**config.mk**
```make
export PLATFORM = sky130hd
export DESIGN_NAME = mult_mem_arbiter_flat
export DESIGN_NICKNAME = d
export VERILOG_FILES = /design/src/rtl/mult_mem_pkg.sv /design/src/rtl/mult_mem_arbiter_if.sv /design/src/rtl/mult_mem_arbiter.sv /design/src/flat_wrapper.sv
export SDC_FILE = /design/constraint.sdc
export NUM_CORES = 1
export LEC_CHECK = 0
export CAP_MARGIN = 20
export CORE_ASPECT_RATIO = 0.5
export CORE_MARGIN = 8
export CORE_UTILIZATION = 36
export CTS_CLUSTER_SIZE = 10
export DETAILED_ROUTE_END_ITERATION = 8
export PLACE_DENSITY = 0.87
export REMOVE_ABC_BUFFERS = 1
export SYNTH_ARGS = -nofsm -noshare
export SYNTH_HDL_FRONTEND = slang
export SYNTH_SLANG_ARGS = --single-unit
```
**constraint.sdc**
```tcl
create_clock -name clk -period 5.5 [get_ports clk]
set_clock_uncertainty 0.15 [all_clocks]
set_input_delay 1.1 -clock clk [delete_from_list [all_inputs] [get_ports clk]]
set_output_delay 1.1 -clock clk [all_outputs]
set_load 0.1 [all_outputs]
```
**src/rtl/mult_mem_pkg.sv**
```systemverilog
// Shared types and default sizing for the multiplier product buffer arbiter.
package mult_mem_pkg;

  localparam int unsigned DEPTH = 64;
  localparam int unsigned DW    = 32;
  localparam int unsigned AW    = 6;

  typedef enum logic [1:0] {
    IDLE  = 2'd0,
    READ  = 2'd1,
    DRAIN = 2'd2
  } state_e;

endpackage

```
**src/rtl/mult_mem_arbiter_if.sv**
```systemverilog
// Requester-side handshakes plus the single-port memory bus of the arbiter.
interface mult_mem_arbiter_if #(
  parameter int unsigned DW = 32,
  parameter int unsigned AW = 6
);
  logic          wr_req;
  logic [DW-1:0] wr_data;
  logic          wr_gnt;
  logic          rd_start;
  logic          rd_busy;
  logic          rd_valid;
  logic [DW-1:0] rd_data;
  logic          rd_last;
  logic          mem_en;
  logic          mem_we;
  logic [AW-1:0] mem_addr;
  logic [DW-1:0] mem_wdata;
  logic [DW-1:0] mem_rdata;
  logic [AW:0]   count;
  logic          full;
  logic          empty;

  modport slave (
    input  wr_req, wr_data, rd_start, mem_rdata,
    output wr_gnt, rd_busy, rd_valid, rd_data, rd_last,
           mem_en, mem_we, mem_addr, mem_wdata, count, full, empty
  );

  modport master (
    output wr_req, wr_data, rd_start, mem_rdata,
    input  wr_gnt, rd_busy, rd_valid, rd_data, rd_last,
           mem_en, mem_we, mem_addr, mem_wdata, count, full, empty
  );
endinterface

```
**src/rtl/mult_mem_arbiter.sv**
```systemverilog
// Arbitrates one single-port memory between a product writer and a block reader;
// a block read returns every stored product in order and then empties the buffer.
module mult_mem_arbiter
  import mult_mem_pkg::*;
#(
  parameter int unsigned DEPTH = mult_mem_pkg::DEPTH,
  parameter int unsigned DW    = mult_mem_pkg::DW,
  parameter int unsigned AW    = mult_mem_pkg::AW
) (
  input logic               clk,
  input logic               rst,
  mult_mem_arbiter_if.slave bus
);

  localparam logic [AW:0]   DEPTH_C = (AW+1)'(DEPTH);
  localparam logic [AW:0]   CNT_ONE = {{AW{1'b0}}, 1'b1};
  localparam logic [AW-1:0] PTR_ONE = {{(AW-1){1'b0}}, 1'b1};

  state_e        state_q, state_d;
  logic [AW:0]   count_q, count_d;
  logic [AW:0]   len_q, len_d;
  logic [AW-1:0] rptr_q, rptr_d;
  logic          rd_valid_q, rd_valid_d;
  logic          rd_last_q, rd_last_d;

  logic          full_int;
  logic          empty_int;
  logic          last_issue;
  logic          wr_gnt_c;
  logic          mem_en_c;
  logic          mem_we_c;
  logic [AW-1:0] mem_addr_c;

  assign full_int   = (count_q == DEPTH_C);
  assign empty_int  = (count_q == '0);
  assign last_issue = ({1'b0, rptr_q} == (len_q - CNT_ONE));

  always_comb begin
    state_d    = state_q;
    count_d    = count_q;
    len_d      = len_q;
    rptr_d     = rptr_q;
    rd_valid_d = 1'b0;
    rd_last_d  = 1'b0;
    wr_gnt_c   = 1'b0;
    mem_en_c   = 1'b0;
    mem_we_c   = 1'b0;
    mem_addr_c = count_q[AW-1:0];

    unique case (state_q)
      IDLE: begin
        // A pending block read wins the port over a write in the same cycle.
        if (bus.rd_start && !empty_int) begin
          state_d = READ;
          len_d   = count_q;
          rptr_d  = '0;
        end else if (bus.wr_req && !full_int) begin
          wr_gnt_c = 1'b1;
          mem_en_c = 1'b1;
          mem_we_c = 1'b1;
          count_d  = count_q + CNT_ONE;
        end
      end
      READ: begin
        mem_en_c   = 1'b1;
        mem_addr_c = rptr_q;
        rptr_d     = rptr_q + PTR_ONE;
        rd_valid_d = 1'b1;
        rd_last_d  = last_issue;
        if (last_issue) begin
          state_d = DRAIN;
        end
      end
      DRAIN: begin
        state_d = IDLE;
        count_d = '0;
      end
      default: begin
        state_d = IDLE;
      end
    endcase

    if (rst) begin
      wr_gnt_c = 1'b0;
      mem_en_c = 1'b0;
      mem_we_c = 1'b0;
    end
  end

  always_ff @(posedge clk) begin
    if (rst) begin
      state_q    <= IDLE;
      count_q    <= '0;
      len_q      <= '0;
      rptr_q     <= '0;
      rd_valid_q <= 1'b0;
      rd_last_q  <= 1'b0;
    end else begin
      state_q    <= state_d;
      count_q    <= count_d;
      len_q      <= len_d;
      rptr_q     <= rptr_d;
      rd_valid_q <= rd_valid_d;
      rd_last_q  <= rd_last_d;
    end
  end

  // Read data is passed straight through; rd_valid is aligned to the memory's one-cycle latency.
  assign bus.wr_gnt    = wr_gnt_c;
  assign bus.mem_en    = mem_en_c;
  assign bus.mem_we    = mem_we_c;
  assign bus.mem_addr  = mem_addr_c;
  assign bus.mem_wdata = bus.wr_data;
  assign bus.rd_busy   = !rst && (state_q != IDLE);
  assign bus.rd_valid  = rd_valid_q;
  assign bus.rd_last   = rd_last_q;
  assign bus.rd_data   = bus.mem_rdata;
  assign bus.count     = count_q;
  assign bus.full      = !rst && full_int;
  assign bus.empty     = rst || empty_int;

endmodule

```
**src/flat_wrapper.sv**
```systemverilog
// flat-port wrapper written by rule: the top's interface ports become plain ports
module mult_mem_arbiter_flat import mult_mem_pkg::*;
#(
  parameter int unsigned DEPTH = mult_mem_pkg::DEPTH,
  parameter int unsigned DW    = mult_mem_pkg::DW,
  parameter int unsigned AW    = mult_mem_pkg::AW
)
  (clk, rst, bus_wr_req, bus_wr_data, bus_rd_start, bus_mem_rdata, bus_wr_gnt, bus_rd_busy, bus_rd_valid, bus_rd_data, bus_rd_last, bus_mem_en, bus_mem_we, bus_mem_addr, bus_mem_wdata, bus_count, bus_full, bus_empty);
  mult_mem_arbiter_if #(.DW(DW), .AW(AW)) bus_i ();
  input logic clk;
  input logic rst;
  input wire logic [$bits(bus_i.wr_req)-1:0] bus_wr_req;
  input wire logic [$bits(bus_i.wr_data)-1:0] bus_wr_data;
  input wire logic [$bits(bus_i.rd_start)-1:0] bus_rd_start;
  input wire logic [$bits(bus_i.mem_rdata)-1:0] bus_mem_rdata;
  output wire logic [$bits(bus_i.wr_gnt)-1:0] bus_wr_gnt;
  output wire logic [$bits(bus_i.rd_busy)-1:0] bus_rd_busy;
  output wire logic [$bits(bus_i.rd_valid)-1:0] bus_rd_valid;
  output wire logic [$bits(bus_i.rd_data)-1:0] bus_rd_data;
  output wire logic [$bits(bus_i.rd_last)-1:0] bus_rd_last;
  output wire logic [$bits(bus_i.mem_en)-1:0] bus_mem_en;
  output wire logic [$bits(bus_i.mem_we)-1:0] bus_mem_we;
  output wire logic [$bits(bus_i.mem_addr)-1:0] bus_mem_addr;
  output wire logic [$bits(bus_i.mem_wdata)-1:0] bus_mem_wdata;
  output wire logic [$bits(bus_i.count)-1:0] bus_count;
  output wire logic [$bits(bus_i.full)-1:0] bus_full;
  output wire logic [$bits(bus_i.empty)-1:0] bus_empty;
  assign bus_i.wr_req = bus_wr_req;
  assign bus_i.wr_data = bus_wr_data;
  assign bus_i.rd_start = bus_rd_start;
  assign bus_i.mem_rdata = bus_mem_rdata;
  assign bus_wr_gnt = bus_i.wr_gnt;
  assign bus_rd_busy = bus_i.rd_busy;
  assign bus_rd_valid = bus_i.rd_valid;
  assign bus_rd_data = bus_i.rd_data;
  assign bus_rd_last = bus_i.rd_last;
  assign bus_mem_en = bus_i.mem_en;
  assign bus_mem_we = bus_i.mem_we;
  assign bus_mem_addr = bus_i.mem_addr;
  assign bus_mem_wdata = bus_i.mem_wdata;
  assign bus_count = bus_i.count;
  assign bus_full = bus_i.full;
  assign bus_empty = bus_i.empty;
  mult_mem_arbiter #(.DEPTH(DEPTH), .DW(DW), .AW(AW)) u_core (.clk(clk), .rst(rst), .bus(bus_i));
endmodule
```
==> results.sh, run 1 <==
export IMPL_ios=153
export IMPL_antenna_found_initial=0
export IMPL_ys_seq_elements=24
export IMPL_drtPass1Iterations=4
export IMPL_via_per_inst=5.793
export IMPL_diodes=0
export IMPL_async_reset_ff_frac=0
export IMPL_wl_per_cell_um=31.94
export IMPL_power_density_nw_per_um2=303.3
export IMPL_vias=1483
export IMPL_synth_distinct_cells=44
export IMPL_critPathCaptureType="output port"
export IMPL_postSynthAreaPerCell_um2=8.198
export IMPL_grt_total_usage=0.1987
export IMPL_clockBufferDepth=2
export IMPL_hold_path_class="reg -> reg"
export IMPL_clkTransAtPathRegs_ps=90
export IMPL_clock_fmax_mhz=236.0
export IMPL_post_route_min_period_ps=4237
export IMPL_finalCoreUtilization=0.3493
export IMPL_synth_top_cell_area_share=0.2566
export IMPL_p_leak_nw=0.7232
export IMPL_cts_tree="yes"
export IMPL_fin_crit_sh=0.7703
export IMPL_seq_area_frac_synth=0.2526
export IMPL_min_from="u_core.len_q[3]$_SDFFE_PP0N_"
export IMPL_fill_cells=497
export IMPL_std_cell_rows=18
export IMPL_ctsResizeCount=0
export IMPL_dpl_cell_area_um2=1692
export IMPL_hold_ws_ps=379.2
export IMPL_ir_worst_vdd_v=0.0001330
export IMPL_crit_required_ps=4250
export IMPL_grt_pass1_wl_mm=11.06
export IMPL_rsz0062_at_grt="no"
export IMPL_h_tree_depth=1
export IMPL_cts_setup_buffers=0
export IMPL_grt_overflow=0
export IMPL_portBuffers=24
export IMPL_drt_total_wl_mm=8.176
export IMPL_netlist_area_um2=1902
export IMPL_clkSinkCount=24
export IMPL_start_util=0.3804
export IMPL_setup_tns_ps=0
export IMPL_setup_worst_path_class="in -> out"
export IMPL_path_max_fanout=3
export IMPL_place_gp_congestion=0.8205
export IMPL_cap_violations=0
export IMPL_status="finished clean"
export IMPL_worstSetupStartpointType="input port"
export IMPL_final_common_cell="dfxtp_1"
export IMPL_final_hold_viol_count=0
export IMPL_core_um2=5000
export IMPL_dpl_cell_count=252
export IMPL_remaining_drc_errors=0
export IMPL_most_common_layout_cells="24 x dfxtp_1, 22 x nor2_1, 18 x clkdlybuf4s50_1, 14 x nand2_1"
export IMPL_tightest_slew_ps=993.6
export IMPL_numCtsBuffers=3
export IMPL_clk_latency_ps=270
export IMPL_drive_gt1_frac=0.1667
export IMPL_maxSlewHeadroom=0.3355
export IMPL_critical_path_arrival_ps=2990
export IMPL_cp_startpoint="bus_wr_req"
export IMPL_synth_top_flop_cell="dfxtp_1"
export IMPL_setup_viol=0
export IMPL_grt_max_degree=22
export IMPL_drv_slew=0
export IMPL_route_antenna_remaining_nets=0
export IMPL_grt_pass1_vias=1424
export IMPL_dieArea_um2=8006
export IMPL_synth_edf_count=0
export IMPL_synthTopCellsByArea="buf_4 26%, dfxtp_1 25%, mux2_2 4.7%, nor2_1 4.3%, mux2i_1 3.7%"
export IMPL_hold_buffers=0
export IMPL_dr_first_iter_drc_count=171
export IMPL_die_y_um=67.40
export IMPL_area_growth_pct=-8.158
export IMPL_die_w_um=118.8
export IMPL_stdcell_area_um2=1747
export IMPL_nets=259
export IMPL_reg2reg_from="u_core.bus.count[0]$_SDFFE_PP0P_"
export IMPL_synth_warnings=0
export IMPL_postSynthCellCount=232
export IMPL_synth_top_area_cell="buf_4"
export IMPL_final_cells=256
export IMPL_place_hpwl_mm=6.545
export IMPL_cts_root_buf="clkbuf_8"
==> through the flow <==
step	setup slack, ps	power [W]
6_report	1263	0.0005297
2_1_floorplan	-1945	0.0003625
5_1_grt	1197	0.0005477
3_5_place_dp	1321	0.0004071
4_1_cts	1275	0.0005275
3_3_place_gp	1313	0.0004036
==> cell usage after synthesis, types with 5 or more instances <==
cell,count
buf_4,65
dfxtp_1,24
nor2_1,22
nand2_1,14
mux2_2,8
nor3_1,8
a31oi_1,7
mux2i_1,7
xnor2_1,7
clkbuf_1,6
a21oi_1,5
inv_1,5
==> critical path: stages <==
cell and delay (ps):
clkdlybuf4s50_1 470, o21ai_0 180, or3_2 480, nor3_1 370, buf_4 380
==> state kept, by name (all words and copies together) (netlist names) <==
signal	cells
u_core.len_q	7
u_core.bus.rd_last	1
u_core.bus.rd_valid	1
u_core.rptr_q	6
u_core.state_q	2
u_core.bus.count	7
==> per-layer routing <==
layer	vias up	global-route usage	share of wire
met5	-	0.1761	0.021
met4	4	0.04992	0.014
met3	13	0.2163	0.23
met2	110	0.2271	0.33
met1	732	0.2168	0.40
li1	624	-	-
==> cells by family (layout without fill, tap and decap cells) <==
| logic type | after synthesis | after routing | share of synthesized area |
|---|---|---|---|
| adders and majority gates | 4 | 4 | 0.02632 |
| buffers and inverters | 79 | 33 | 0.2849 |
| muxes | 15 | 15 | 0.08421 |
| xor gates and xnor gates | 11 | 11 | 0.05066 |
| AOI/OAI and AO/OA | 30 | 30 | 0.1230 |
| DFF | 24 | 24 | 0.2526 |
| and+or+nand+nor | 69 | 69 | 0.1783 |
==> report_power, final <==
part	internal [W]	total [W]	switching, W
logic	0.0000604	0.000206	0.000145
clock network	0.0000641	0.000124	0.0000602
registers	0.000181	0.000200	0.0000183
==> final timing paths <==
path,cells past startpoint,end,slack (ps)
setup / recovery,5,bus_wr_gnt,1260
hold / removal,2,u_core.len_q[3]$_SDFFE_PP0N_,380
setup reg to reg,7,u_core.bus.count[4]$_SDFFE_PP0P_,3040
hold reg to reg,2,u_core.len_q[3]$_SDFFE_PP0N_,380
==> layout make-up <==
cell class / count / area, µm² / share of cell area
timing repair buffer: 24 / 225.2 / 0.1289
inverter: 5 / 18.77 / 0.01074
sequential: 24 / 480.5 / 0.2751
clock buffer: 4 / 55.05 / 0.03152
multi-input combinational: 129 / 879.6 / 0.5036
tap: 70 / 87.58 / 0.05014
No activity file was read; power rests on OpenSTA's default activity.
==> inputs of run 2 (changes only) <==
--- a/config.mk
+++ b/config.mk
@@ -8,10 +8,10 @@
 export CAP_MARGIN = 20
 export CORE_ASPECT_RATIO = 0.5
 export CORE_MARGIN = 8
-export CORE_UTILIZATION = 36
+export CORE_UTILIZATION = 33
 export CTS_CLUSTER_SIZE = 10
 export DETAILED_ROUTE_END_ITERATION = 8
-export PLACE_DENSITY = 0.87
+export PLACE_DENSITY = 0.81
 export REMOVE_ABC_BUFFERS = 1
 export SYNTH_ARGS = -nofsm -noshare
 export SYNTH_HDL_FRONTEND = slang
==> constraint.sdc (replaced) <==
create_clock -name clk -period 4.3 [get_ports clk]
set_clock_uncertainty 0.15 [all_clocks]
set_input_delay 0.86 -clock clk [delete_from_list [all_inputs] [get_ports clk]]
set_output_delay 0.86 -clock clk [all_outputs]
set_load 0.1 [all_outputs]
==> run 2 against run 1 <==
- worst setup slack lost 570 ps
- critical path depth grew 3
- flip-flop and latch count is the same
- critical endpoint unchanged
- highest routed layer unchanged
==> results.sh, run 2 (synthesis gave the netlist of run 1 again) <==
export IMPL_status="finished clean"
export IMPL_setup_viol=0
export IMPL_die_w_um=123.4
export IMPL_power_density_nw_per_um2=435.9
export IMPL_place_gp_congestion=0.8570
export IMPL_clkSinkCount=24
export IMPL_ctsResizeCount=0
export IMPL_clock_fmax_mhz=277.3
export IMPL_grt_max_degree=16
export IMPL_route_antenna_remaining_nets=0
export IMPL_clockBufferDepth=2
export IMPL_regToRegSetupSlack_ps=1850
export IMPL_area_growth_pct=-4.013
export IMPL_cp_startpoint="u_core.bus.count[1]$_SDFFE_PP0P_"
export IMPL_wl_per_cell_um=33.04
export IMPL_core_um2=5515
export IMPL_most_common_layout_cells="24 x dfxtp_1, 22 x nor2_1, 14 x nand2_1, 12 x clkdlybuf4s50_1, 12 x buf_4"
export IMPL_die_y_um=69.68
export IMPL_p_leak_nw=0.7738
export IMPL_grt_overflow=0
export IMPL_cts_root_buf="clkbuf_16"
export IMPL_power_w=0.0007957
export IMPL_drive_gt1_frac=0.2074
export IMPL_grt_total_usage=0.1968
export IMPL_stdcell_area_um2=1826
export IMPL_antenna_found_initial=0
export IMPL_start_util=0.3448
export IMPL_cts_tree="yes"
export IMPL_cap_violations=0
export IMPL_std_cell_rows=19
export IMPL_hold_path_class="reg -> reg"
export IMPL_drv_slew=0
export IMPL_portBuffers=24
export IMPL_drt_total_wl_mm=8.623
export IMPL_nets=261
export IMPL_path_max_fanout=8
export IMPL_fin_crit_sh=0.8387
export IMPL_min_from="u_core.len_q[5]$_SDFFE_PP0N_"
export IMPL_reg2reg_from="u_core.bus.count[1]$_SDFFE_PP0P_"
export IMPL_vias=1503
export IMPL_post_route_min_period_ps=3606
export IMPL_setup_worst_path_class="reg -> out"
export IMPL_dieArea_um2=8596
export IMPL_finalCoreUtilization=0.3310
export IMPL_clk_latency_ps=260
export IMPL_clkTransAtPathRegs_ps=60
export IMPL_final_common_cell="dfxtp_1"
export IMPL_crit_required_ps=3290
export IMPL_via_per_inst=5.759
export IMPL_cp_slowest_cell="or4b_4"
export IMPL_cpPeakStageDelay_ps=480
export IMPL_dr_first_iter_drc_count=175
export IMPL_place_hpwl_mm=6.583
export IMPL_critical_path_arrival_ps=2600
export IMPL_tightest_slew_ps=1008
export IMPL_hold_buffers=0
export IMPL_rsz0062_at_grt="no"
export IMPL_numCtsBuffers=3
export IMPL_worstSetupStartpointType="flip-flop"
export IMPL_final_hold_viol_count=0
export IMPL_diodes=0
export IMPL_dpl_cell_area_um2=1720
export IMPL_grt_pass1_wl_mm=11.88
export IMPL_critPathCaptureType="output port"
export IMPL_ir_worst_vdd_v=0.0001191
export IMPL_maxSlewHeadroom=0.3258
export IMPL_crit_chain="inv_1 > ha_1 > or4b_4 > o21a_4 > or3_2 > nor3_1 > buf_4 > buf_12"
export IMPL_cts_setup_buffers=0
export IMPL_ios=153
export IMPL_remaining_drc_errors=0
export IMPL_h_tree_depth=1
export IMPL_drtPass1Iterations=4
export IMPL_grt_pass1_vias=1474
run 2: cell types whose count changed in the layout (fill, tap and decap cells not counted), sizes merged:
cell and delta:
buf +8, clkdlybuf4s50 -6, clkbuf -1, bufinv +1
run 2: layer usage:
metal,vias to the layer above,global-route usage,share of wire
met5,-,0.2250,0.028
li1,632,-,-
met4,8,0.03841,0.010
met1,712,0.1948,0.35
met2,135,0.2265,0.36
met3,16,0.2535,0.25
run 2: area by class of cell:
cell class,count,area [µm²]
Clock buffer,3,75.07
Tap cell,73,91.34
Fill cell,539,3690
Sequential cell,24,480.5
Clock inverter,1,30.03
Multi-Input combinational cell,129,879.6
Timing Repair Buffer,26,250.2
Inverter,5,18.77
run 2: final timing paths:
check                                          end  cells past startpoint
hold reg to reg       u_core.len_q[5]$_SDFFE_PP0N_                      2
setup reg to reg  u_core.bus.count[4]$_SDFFE_PP0P_                      7
hold / removal        u_core.len_q[5]$_SDFFE_PP0N_                      2
setup / recovery                        bus_wr_gnt                      8
run 2: power breakdown:
part           switching, W  internal, W
registers         0.0000224     0.000232
clock network     0.0000830     0.000185
logic              0.000190    0.0000827
run 2: stage by stage:
stage	cells	hold WS (ps)	setup WS [ps]	TNS, ps
6_report	261	378.7	693.8	0
5_1_grt	261	404.3	579.6	0
4_1_cts	261	380.6	706.3	0
3_5_place_dp	257	365.2	774.2	0
3_3_place_gp	257	330.1	790.8	0
2_1_floorplan	158	313.8	-2905	-6471
run 2: critical path, delay by kind of cell, from the launching register on:
kind / cells / cell delay (ps)
AO/OA/AOI/OAI: 1 / 230
adder cells (fa/ha/maj): 1 / 130
buffers and inverters: 3 / 480
flip-flops: 1 / 400
AND/OR/NAND/NOR: 3 / 1100
